## config.mk

```make
export PLATFORM = sky130hd
export DESIGN_NAME = scc_rom_mapper_sync
export DESIGN_NICKNAME = d
export VERILOG_FILES = /design/src/rtl/scc_mapper_pkg.sv /design/src/rtl/scc_bank_regfile.sv /design/src/rtl/scc_rom_mapper_sync.sv
export SDC_FILE = /design/constraint.sdc
export NUM_CORES = 1
export LEC_CHECK = 0
export ABC_AREA = 1
export CAP_MARGIN = 20
export CELL_PAD_IN_SITES_DETAIL_PLACEMENT = 1
export CELL_PAD_IN_SITES_GLOBAL_PLACEMENT = 2
export CORE_MARGIN = 1
export CORE_UTILIZATION = 35
export CTS_BUF_LIST = sky130_fd_sc_hd__clkbuf_2 sky130_fd_sc_hd__clkbuf_4 sky130_fd_sc_hd__clkbuf_8
export CTS_CLUSTER_SIZE = 20
export DETAILED_ROUTE_END_ITERATION = 8
export PLACE_DENSITY_LB_ADDON = 0.1
export REMOVE_ABC_BUFFERS = 1
export SYNTH_ARGS = -nofsm -noshare
export SYNTH_HDL_FRONTEND = slang
export SYNTH_SLANG_ARGS = --single-unit
```

## constraint.sdc

```tcl
create_clock -name clk -period 3.51 [get_ports clk]
set_input_delay 0.702 -clock clk [delete_from_list [all_inputs] [get_ports clk]]
set_output_delay 0.702 -clock clk [all_outputs]
set_load 0.01 [all_outputs]
```

## src/rtl/scc_mapper_pkg.sv

```systemverilog
// scc_mapper_pkg: shared widths, types and reset values for the SCC ROM mapper
package scc_mapper_pkg;
  localparam int BANK_W = 6;
  localparam int NUM_PAGES = 4;
  typedef logic [1:0] page_t;
  typedef logic [BANK_W-1:0] bank_t;
  function automatic bank_t reset_bank(input page_t p);
    return bank_t'(p);
  endfunction
endpackage

```

## src/rtl/scc_bank_regfile.sv

```systemverilog
// scc_bank_regfile: 4x6 bank registers, reset to page index, one write and one async read port
module scc_bank_regfile
  import scc_mapper_pkg::*;
(
  input  logic  clk,
  input  logic  reset,
  input  logic  we,
  input  page_t wpage,
  input  bank_t wdata,
  input  page_t rpage,
  output bank_t rdata
);
  bank_t bank [NUM_PAGES];
  always_ff @(posedge clk) begin
    if (reset) begin
      for (int i = 0; i < NUM_PAGES; i++) bank[i] <= reset_bank(page_t'(i));
    end else if (we) begin
      bank[wpage] <= wdata;
    end
  end
  assign rdata = bank[rpage];
endmodule

```

## src/rtl/scc_rom_mapper_sync.sv

```systemverilog
// scc_rom_mapper_sync: Konami-SCC-style bank mapper driving ROM A18..A13 for the 4000h-BFFFh window
module scc_rom_mapper_sync
  import scc_mapper_pkg::*;
(
  input  logic              clk,
  input  logic              reset,
  input  logic              rd_n,
  input  logic              wr_n,
  input  logic              sltsl_n,
  input  logic [7:0]        a7_a0,
  input  logic [2:0]        a15_a13_a12,
  input  logic [BANK_W-1:0] data,
  output logic [BANK_W-1:0] address_upper
);
  page_t page;
  logic  we;
  // Read qualification and low address bits are handled outside this block.
  logic  unused_ok;
  assign unused_ok = ^{rd_n, a7_a0};
  assign page = a15_a13_a12[2:1];
  assign we = !sltsl_n && !wr_n && a15_a13_a12[0];
  scc_bank_regfile u_regs (
    .clk   (clk),
    .reset (reset),
    .we    (we),
    .wpage (page),
    .wdata (data),
    .rpage (page),
    .rdata (address_upper)
  );
endmodule

```

==> flow_summary.toml, run 1 <==
[clock_network]
post_cts_buffers = 0
cts_resized = 0
clkSlewWorstSetupHoldPaths_ps = 120
cts-root-buf = "clkbuf_4"
h-tree-depth = 1
cts_max_path_buffers = 2
cts-buffers-inserted = 3
cts_tree = "yes"
hold_buffers = 0
cts.sinks = 24

[critical_path]
cp_slowest_cell = "clkdlybuf4s50_1"
required_ps = 2810
cp_top_family = "buffers and inverters"
worstPathCellList = "clkdlybuf4s50_1 > o21ai_0 > o22ai_1 > clkdlybuf4s50_1"
path_common_cell = "clkdlybuf4s50_1"
cp_slowest_stage_delay_ps = 780
cp_max_fo = 9
path_buf_inv = 2
path_class = "primary input to output port"
critPathArrivalTime_ps = 2410
cp.depth = 4
end_kind = "output port"
crit_path_start_kind = "primary input"

[power]
p_leak_nw = 0.5035
peakVddDrop_mv = 0.1895
p_per_area_nw_per_um2 = 373.7
power_mw = 0.5387

[yosys]
ys_seq_area_share_pct = 61.21
yosysTopAreaCellShare_pct = 61.21
yosys_warnings = 0
syn_area_um2 = 1177
synthTopCellsByArea = "edfxtp_1, nor2_1, o21ai_0"
synth-seq-cells = 24
synth_cell_types = 19
ys_async_sr_fraction_pct = 0
synth_area_leader_cell = "edfxtp_1"
syn_area_per_cell_um2 = 11.21
synth_edf_count = 24
synth_cells = 105
synth-main-ff-cell = "edfxtp_1"

[sta]
finalCritPeriodShare_pct = 88.61
hold_viol_final = 0
slew_viol_final = 0
fin_ws_ps = 399.6
tightest_slew_ps = 490.8
hold_ws_ps = 1100
fmax_ghz = 0.3215
fin_setup_tns_ps = 0
rsz0062_at_grt = "false"
relSlewSlack_pct = 67.18
setup_viol = 0
layout_min_cycle_time_ps = 3110

[job]
max-cap-violations = 0

[die]
die_area_um2 = 3600
start_util_pct = 37.64
core_um2 = 3128
pin_count = 28
die_w_um = 60
die_h_um = 60
fp-row-count = 20

[route]
drc_errors = 0
ant_nets = 0
vias = 834
wirelength_mm = 2.590
first_iter_violations = 15
vias_per_cell = 4.849
wl_per_cell_um = 15.06
drt_first_pass_iters = 4

[layout]
synthToLayoutAreaGrowth_pct = 22.42
largest_reg_flops = 24
final_common_cell = "edfxtp_1"
num-nets-final = 152
top_register = "u_regs.bank"
reg_top3 = "u_regs.bank: 24 flops"
final_cell_mix = "edfxtp_1, clkdlybuf4s50_1, nor2_1"
fin_area_um2 = 1441
drive_gt1_share_pct = 17.19
num_antenna_cells = 0

[global_routing]
grt_max_degree = 16
grt_first_pass_wirelength_mm = 4.326
antenna_found_initial = 0
grtUsageTotal_pct = 17.26
overflow = 0
grt_pass1_vias = 872

[run_status]
status = "completed"

[worst_hold_path]
hold_depth = 3
hold_path.class = "primary input to flop"

[placed_design]
portBuffers = 18
dp_hpwl_mm = 1.866
postPlaceCellArea_um2 = 1419
dp_slack_ps = 408.7
place_congestion = 0.7529
==> synth_stat cells, types with 2 or more instances <==
cell type and number:
o21ai_0 12, edfxtp_1 24, nor3_2 5, buf_6 3, nor2_1 17, inv_2 2, nor2_4 2, nor3_1 10
nand2_1 6, nand4_1 2, o22ai_1 5, nand3_1 3, inv_1 8
==> power breakdown <==
part / switching, mW / internal (mW) / leakage, nW
Sequential: 0.00410 / 0.332 / 0.231
Combinational: 0.0467 / 0.0389 / 0.259
Clock: 0.0774 / 0.0400 / 0.0138
Total: 0.128 / 0.410 / 0.504
==> logic make-up after synthesis <==
| kind of cell | count (synthesis) | share of synthesized area [%] |
|---|---|---|
| buffers and inverters | 16 | 7.864 |
| AO/OA/AOI/OAI | 18 | 8.183 |
| AND/OR/NAND/NOR | 47 | 22.74 |
| flip-flops | 24 | 61.21 |
==> layout make-up <==
type | instances | area [um^2]
sequential | 24 | 720.7
tap | 44 | 55.05
timing repair buffer | 25 | 232.7
multi-input combinational | 65 | 364.1
inverter | 11 | 46.29
clock buffer | 3 | 22.52
fill | 360 | 1687
==> through the flow <==
| step | util [%] | std cells |
|---|---|---|
| final | 46.08 | 172 |
| after global routing | 46.08 | 172 |
| after CTS | 46.08 | 172 |
| after detailed placement | 45.36 | 169 |
| after global placement | 45.36 | 169 |
| after floorplan | - | 100 |
==> metal layers <==
| metal | global-route usage (%) | part of all wire [%] | up-vias |
|---|---|---|---|
| li1 | - | - | 423 |
| met1 | 22.96 | 47 | 398 |
| met2 | 29.05 | 50 | 11 |
| met3 | 1.948 | 2.4 | 2 |
| met4 | 5.980 | 0.73 | 0 |
| met5 | 0 | 0 | - |
==> tightest hold or removal path: stages <==
cell,delay [ps]
clkdlybuf4s50_1,450
inv_1,70
nand2_1,80
==> worst paths after layout <==
check,start,end,slack [ps]
max,a15_a13_a12[2],address_upper[2],400
min,data[0],u_regs.bank[3][0],1100
(Power assumes the default switching activity.)
==> inputs of run 2 (changes only) <==
CTS_CLUSTER_DIAMETER = 120   (was not set)
PLACE_DENSITY = 0.85   (was not set)
PLACE_DENSITY_LB_ADDON = not set   (was 0.1)
==> run 2 against run 1 <==
Clock power is essentially flat; non-clock buffer count is the same; setup slack improved by 25 ps; critical endpoint is now address_upper[4]; largest cell class unchanged.
==> flow_summary.toml, run 2 (synthesis gave the netlist of run 1 again) <==
[sta]
layout_min_cycle_time_ps = 3085
tightest_slew_ps = 446.3
hold_ws_ps = 1074
setup_viol = 0
slew_viol_final = 0
relSlewSlack_pct = 70.16
rsz0062_at_grt = "false"
finalCritPeriodShare_pct = 87.89
fmax_ghz = 0.3241
hold_viol_final = 0
fin_setup_tns_ps = 0

[die]
fp-row-count = 20
die_h_um = 60
die_w_um = 60
core_um2 = 3128
die_area_um2 = 3600
start_util_pct = 37.64
pin_count = 28

[global_routing]
use_met1_pct = 19.08
grtUsageTotal_pct = 15.55
antenna_found_initial = 0
overflow = 0
grt_pass1_vias = 839
grt_util_met3_pct = 3.030
grt_max_degree = 16
busiest_layer = "met2"
gr-usage-met2_pct = 28.25
grt_first_pass_wirelength_mm = 3.933

[critical_path]
cp-endpoint = "address_upper[4]"
crit_path_start_kind = "primary input"
crit_path_start = "a15_a13_a12[2]"
path_class = "primary input to output port"
end_kind = "output port"
required_ps = 2810
critPathArrivalTime_ps = 2380
cp_max_fo = 9

[route]
first_iter_violations = 9
drc_errors = 0
vias = 842
wl_per_cell_um = 14.76
wirelength_mm = 2.539
vias_per_cell = 4.895
drt_first_pass_iters = 4
ant_nets = 0

[power]
peakVddDrop_mv = 0.1471
p_per_area_nw_per_um2 = 374.6
p_leak_nw = 0.5035
power_mw = 0.5399

[layout]
synthToLayoutAreaGrowth_pct = 22.42
finish.utilization_pct = 46.08
drive_gt1_share_pct = 17.19
fin_cells = 172
final_cell_mix = "edfxtp_1, clkdlybuf4s50_1, nor2_1"
reg_top3 = "u_regs.bank: 24 flops"
top_register = "u_regs.bank"
num_antenna_cells = 0
largest_reg_flops = 24
num-nets-final = 152
final_common_cell = "edfxtp_1"

[placed_design]
dp_hpwl_mm = 1.826
dpl.cell_count = 169
place_congestion = 0.7549
portBuffers = 18

[worst_hold_path]
hold_path.class = "primary input to flop"

[clock_network]
cts_tree = "yes"
clkSlewWorstSetupHoldPaths_ps = 120
cts-buffers-inserted = 3
post_cts_buffers = 0
cts_max_path_buffers = 2
cts_resized = 0
hold_buffers = 0
h-tree-depth = 1
cts-root-buf = "clkbuf_4"
cts.sinks = 24

[run_status]
status = "completed"

[job]
max-cap-violations = 0
run 2: metrics by stage:
step / cell area, um^2 / setup slack (ps)
final: 1441 / 425.0
after global routing: 1441 / 331.0
after CTS: 1441 / 395.5
after detailed placement: 1419 / 411.8
after global placement: 1419 / 414.5
after floorplan: 1131 / 1522
run 2: how the worst min path moves through the flow:
stage / from / endpoint / slack (ps) / cells past startpoint
2_1_floorplan: a15_a13_a12[1] / u_regs.bank[1][0] / 870 / 1
3_3_place_gp: data[0] / u_regs.bank[3][0] / 1390 / 3
3_5_place_dp: data[0] / u_regs.bank[3][0] / 1400 / 3
4_1_cts: data[0] / u_regs.bank[3][0] / 1080 / 3
5_1_grt: data[0] / u_regs.bank[3][0] / 1090 / 3
6_report: data[0] / u_regs.bank[3][0] / 1070 / 3
run 2: layer usage:
layer | routed length, um | part of all wire [%]
met5 | 0 | 0
met4 | 22 | 0.87
met3 | 74 | 2.9
met2 | 1313 | 52
met1 | 1128 | 44
run 2: report_power, final:
group          internal, mW  switching (mW)
clock network        0.0401          0.0788
logic                0.0389          0.0461
registers             0.332         0.00439
total                 0.411           0.129
run 2: layout make-up:
cell class              count  area (um^2)
inverters                  11        46.29
well taps                  44        55.05
clock buffers               3        22.52
flip-flops and latches     24        720.7
repair buffers             25        232.7
fillers                   349         1687
multi-input cells          65        364.1
run 2: worst max-delay path, cell delays in order:
cell and delay [ps]:
clkdlybuf4s50_1 740, inv_6 100, nor2_4 140, nand2_1 70, nand3_1 80, clkdlybuf4s50_1 540
==> inputs of run 3 (changes only) <==
CELL_PAD_IN_SITES_DETAIL_PLACEMENT = 0   (was 1)
CELL_PAD_IN_SITES_GLOBAL_PLACEMENT = 1   (was 2)
PLACE_DENSITY = 0.71   (was 0.85)
==> run 3 against run 2 <==
Clock-buffer cell count stayed put; final area is 0.26% lower; power is 0.96% higher; routed wire length is 4.7% lower; sequential share of layout area is 0.13 points higher; highest routed layer unchanged; fmax is 1.0% lower; critical endpoint is now address_upper[5]; sequential power hardly changed; critical path depth is 1 lower.
==> flow_summary.toml, run 3 (synthesis gave the netlist of run 1 again) <==
[run_status]
status = "completed"

[die]
die_w_um = 60
pin_count = 28
die_area_um2 = 3600
die_h_um = 60
start_util_pct = 37.64
fp-row-count = 20
core_um2 = 3128

[clock_network]
cts_resized = 0
clkSlewWorstSetupHoldPaths_ps = 140
h-tree-depth = 1
cts_tree = "yes"
cts_max_path_buffers = 2
cts-root-buf = "clkbuf_4"
cts-buffers-inserted = 3
hold_buffers = 0
cts.sinks = 24
post_cts_buffers = 0

[route]
met1_length_mm = 1.155
ant_nets = 0
drt_first_pass_iters = 4
top_layer_used = "met4"
first_iter_violations = 42
met3WireLength_um = 113
vias_per_cell = 4.855
vias = 835
wl_per_cell_um = 14.06
drc_errors = 0
wl_met2_mm = 1.141
wirelength_mm = 2.419

[sta]
layout_min_cycle_time_ps = 3117
relSlewSlack_pct = 69.31
rsz0062_at_grt = "false"
hold_ws_ps = 1074
tightest_slew_ps = 458.9
setup_viol = 0
fmax_ghz = 0.3208
slew_viol_final = 0
fin_setup_tns_ps = 0
finalCritPeriodShare_pct = 88.80
hold_viol_final = 0

[layout]
num_antenna_cells = 0
fin_cells = 172
finish.utilization_pct = 45.96
synthToLayoutAreaGrowth_pct = 22.10
largest_reg_flops = 24
final_cell_mix = "edfxtp_1, clkdlybuf4s50_1, nor2_1"
fill_cells = 298
drive_gt1_share_pct = 16.41
final_common_cell = "edfxtp_1"
reg_top3 = "u_regs.bank: 24 flops"
num-nets-final = 151
top_register = "u_regs.bank"

[global_routing]
grt_max_degree = 18
antenna_found_initial = 0
grt_first_pass_wirelength_mm = 3.870
grt_pass1_vias = 768
grtUsageTotal_pct = 15.15
overflow = 0

[job]
max-cap-violations = 0

[power]
p_leak_nw = 0.5003
power_mw = 0.5451
peakVddDrop_mv = 0.2317
p_per_area_nw_per_um2 = 379.1

[critical_path]
cp_max_fo = 9
critPathArrivalTime_ps = 2410
cp-endpoint = "address_upper[5]"
end_kind = "output port"
path_class = "primary input to output port"
crit_path_start_kind = "primary input"
crit_path_start = "a15_a13_a12[2]"
required_ps = 2810

[placed_design]
portBuffers = 18
dp_hpwl_mm = 1.622
place_congestion = 0.8114
dpl.cell_count = 168

[worst_hold_path]
hold_path.class = "primary input to flop"
[run 3: changes by cell type in the layout (fill, tap and decap cells not counted), sizes merged]
cell	previous run	this run
buf	7	6
clkinv	0	1
[run 3: stage by stage]
| step | setup WS, ps | area (um^2) |
|---|---|---|
| after CTS | 391.2 | 1438 |
| final | 393.0 | 1438 |
| after floorplan | 1522 | 1131 |
| after global routing | 299.7 | 1438 |
| after global placement | 404.7 | 1411 |
| after detailed placement | 409.7 | 1411 |
[run 3: routing by layer]
layer	vias up	global-route usage, %
li1	419	-
met1	389	20.42
met2	25	24.29
met3	2	2.165
met4	0	6.645
met5	-	0
[run 3: critical path, cell delays in order]
cell	delay, ps
clkdlybuf4s50_1	650
inv_6	210
o21ai_0	110
o22ai_1	160
clkdlybuf4s50_1	580
[run 3: how the worst min path moves through the flow]
stage,from,endpoint,slack (ps),cells after the start
after global routing,data[0],u_regs.bank[3][0],1100,3
after global placement,data[0],u_regs.bank[3][0],1390,3
after CTS,data[0],u_regs.bank[3][0],1080,3
after floorplan,a15_a13_a12[1],u_regs.bank[1][0],870,1
final,data[0],u_regs.bank[3][0],1070,3
after detailed placement,data[0],u_regs.bank[3][0],1410,3
[run 3: cell type report]
class / instances / area, um^2 / share of cell area [%]
Sequential cell: 24 / 720.7 / 50.13
Multi-Input combinational cell: 65 / 364.1 / 25.33
Timing Repair Buffer: 24 / 225.2 / 15.67
Tap cell: 44 / 55.05 / 3.829
Inverter: 11 / 46.29 / 3.220
Clock buffer: 3 / 22.52 / 1.567
Clock inverter: 1 / 3.754 / 0.2611
[run 3: power by group]
| part | total (mW) | switching, mW | internal (mW) |
|---|---|---|---|
| clock network | 0.126 | 0.0840 | 0.0416 |
| logic | 0.0839 | 0.0457 | 0.0382 |
| registers | 0.336 | 0.00410 | 0.332 |
| total | 0.545 | 0.134 | 0.411 |
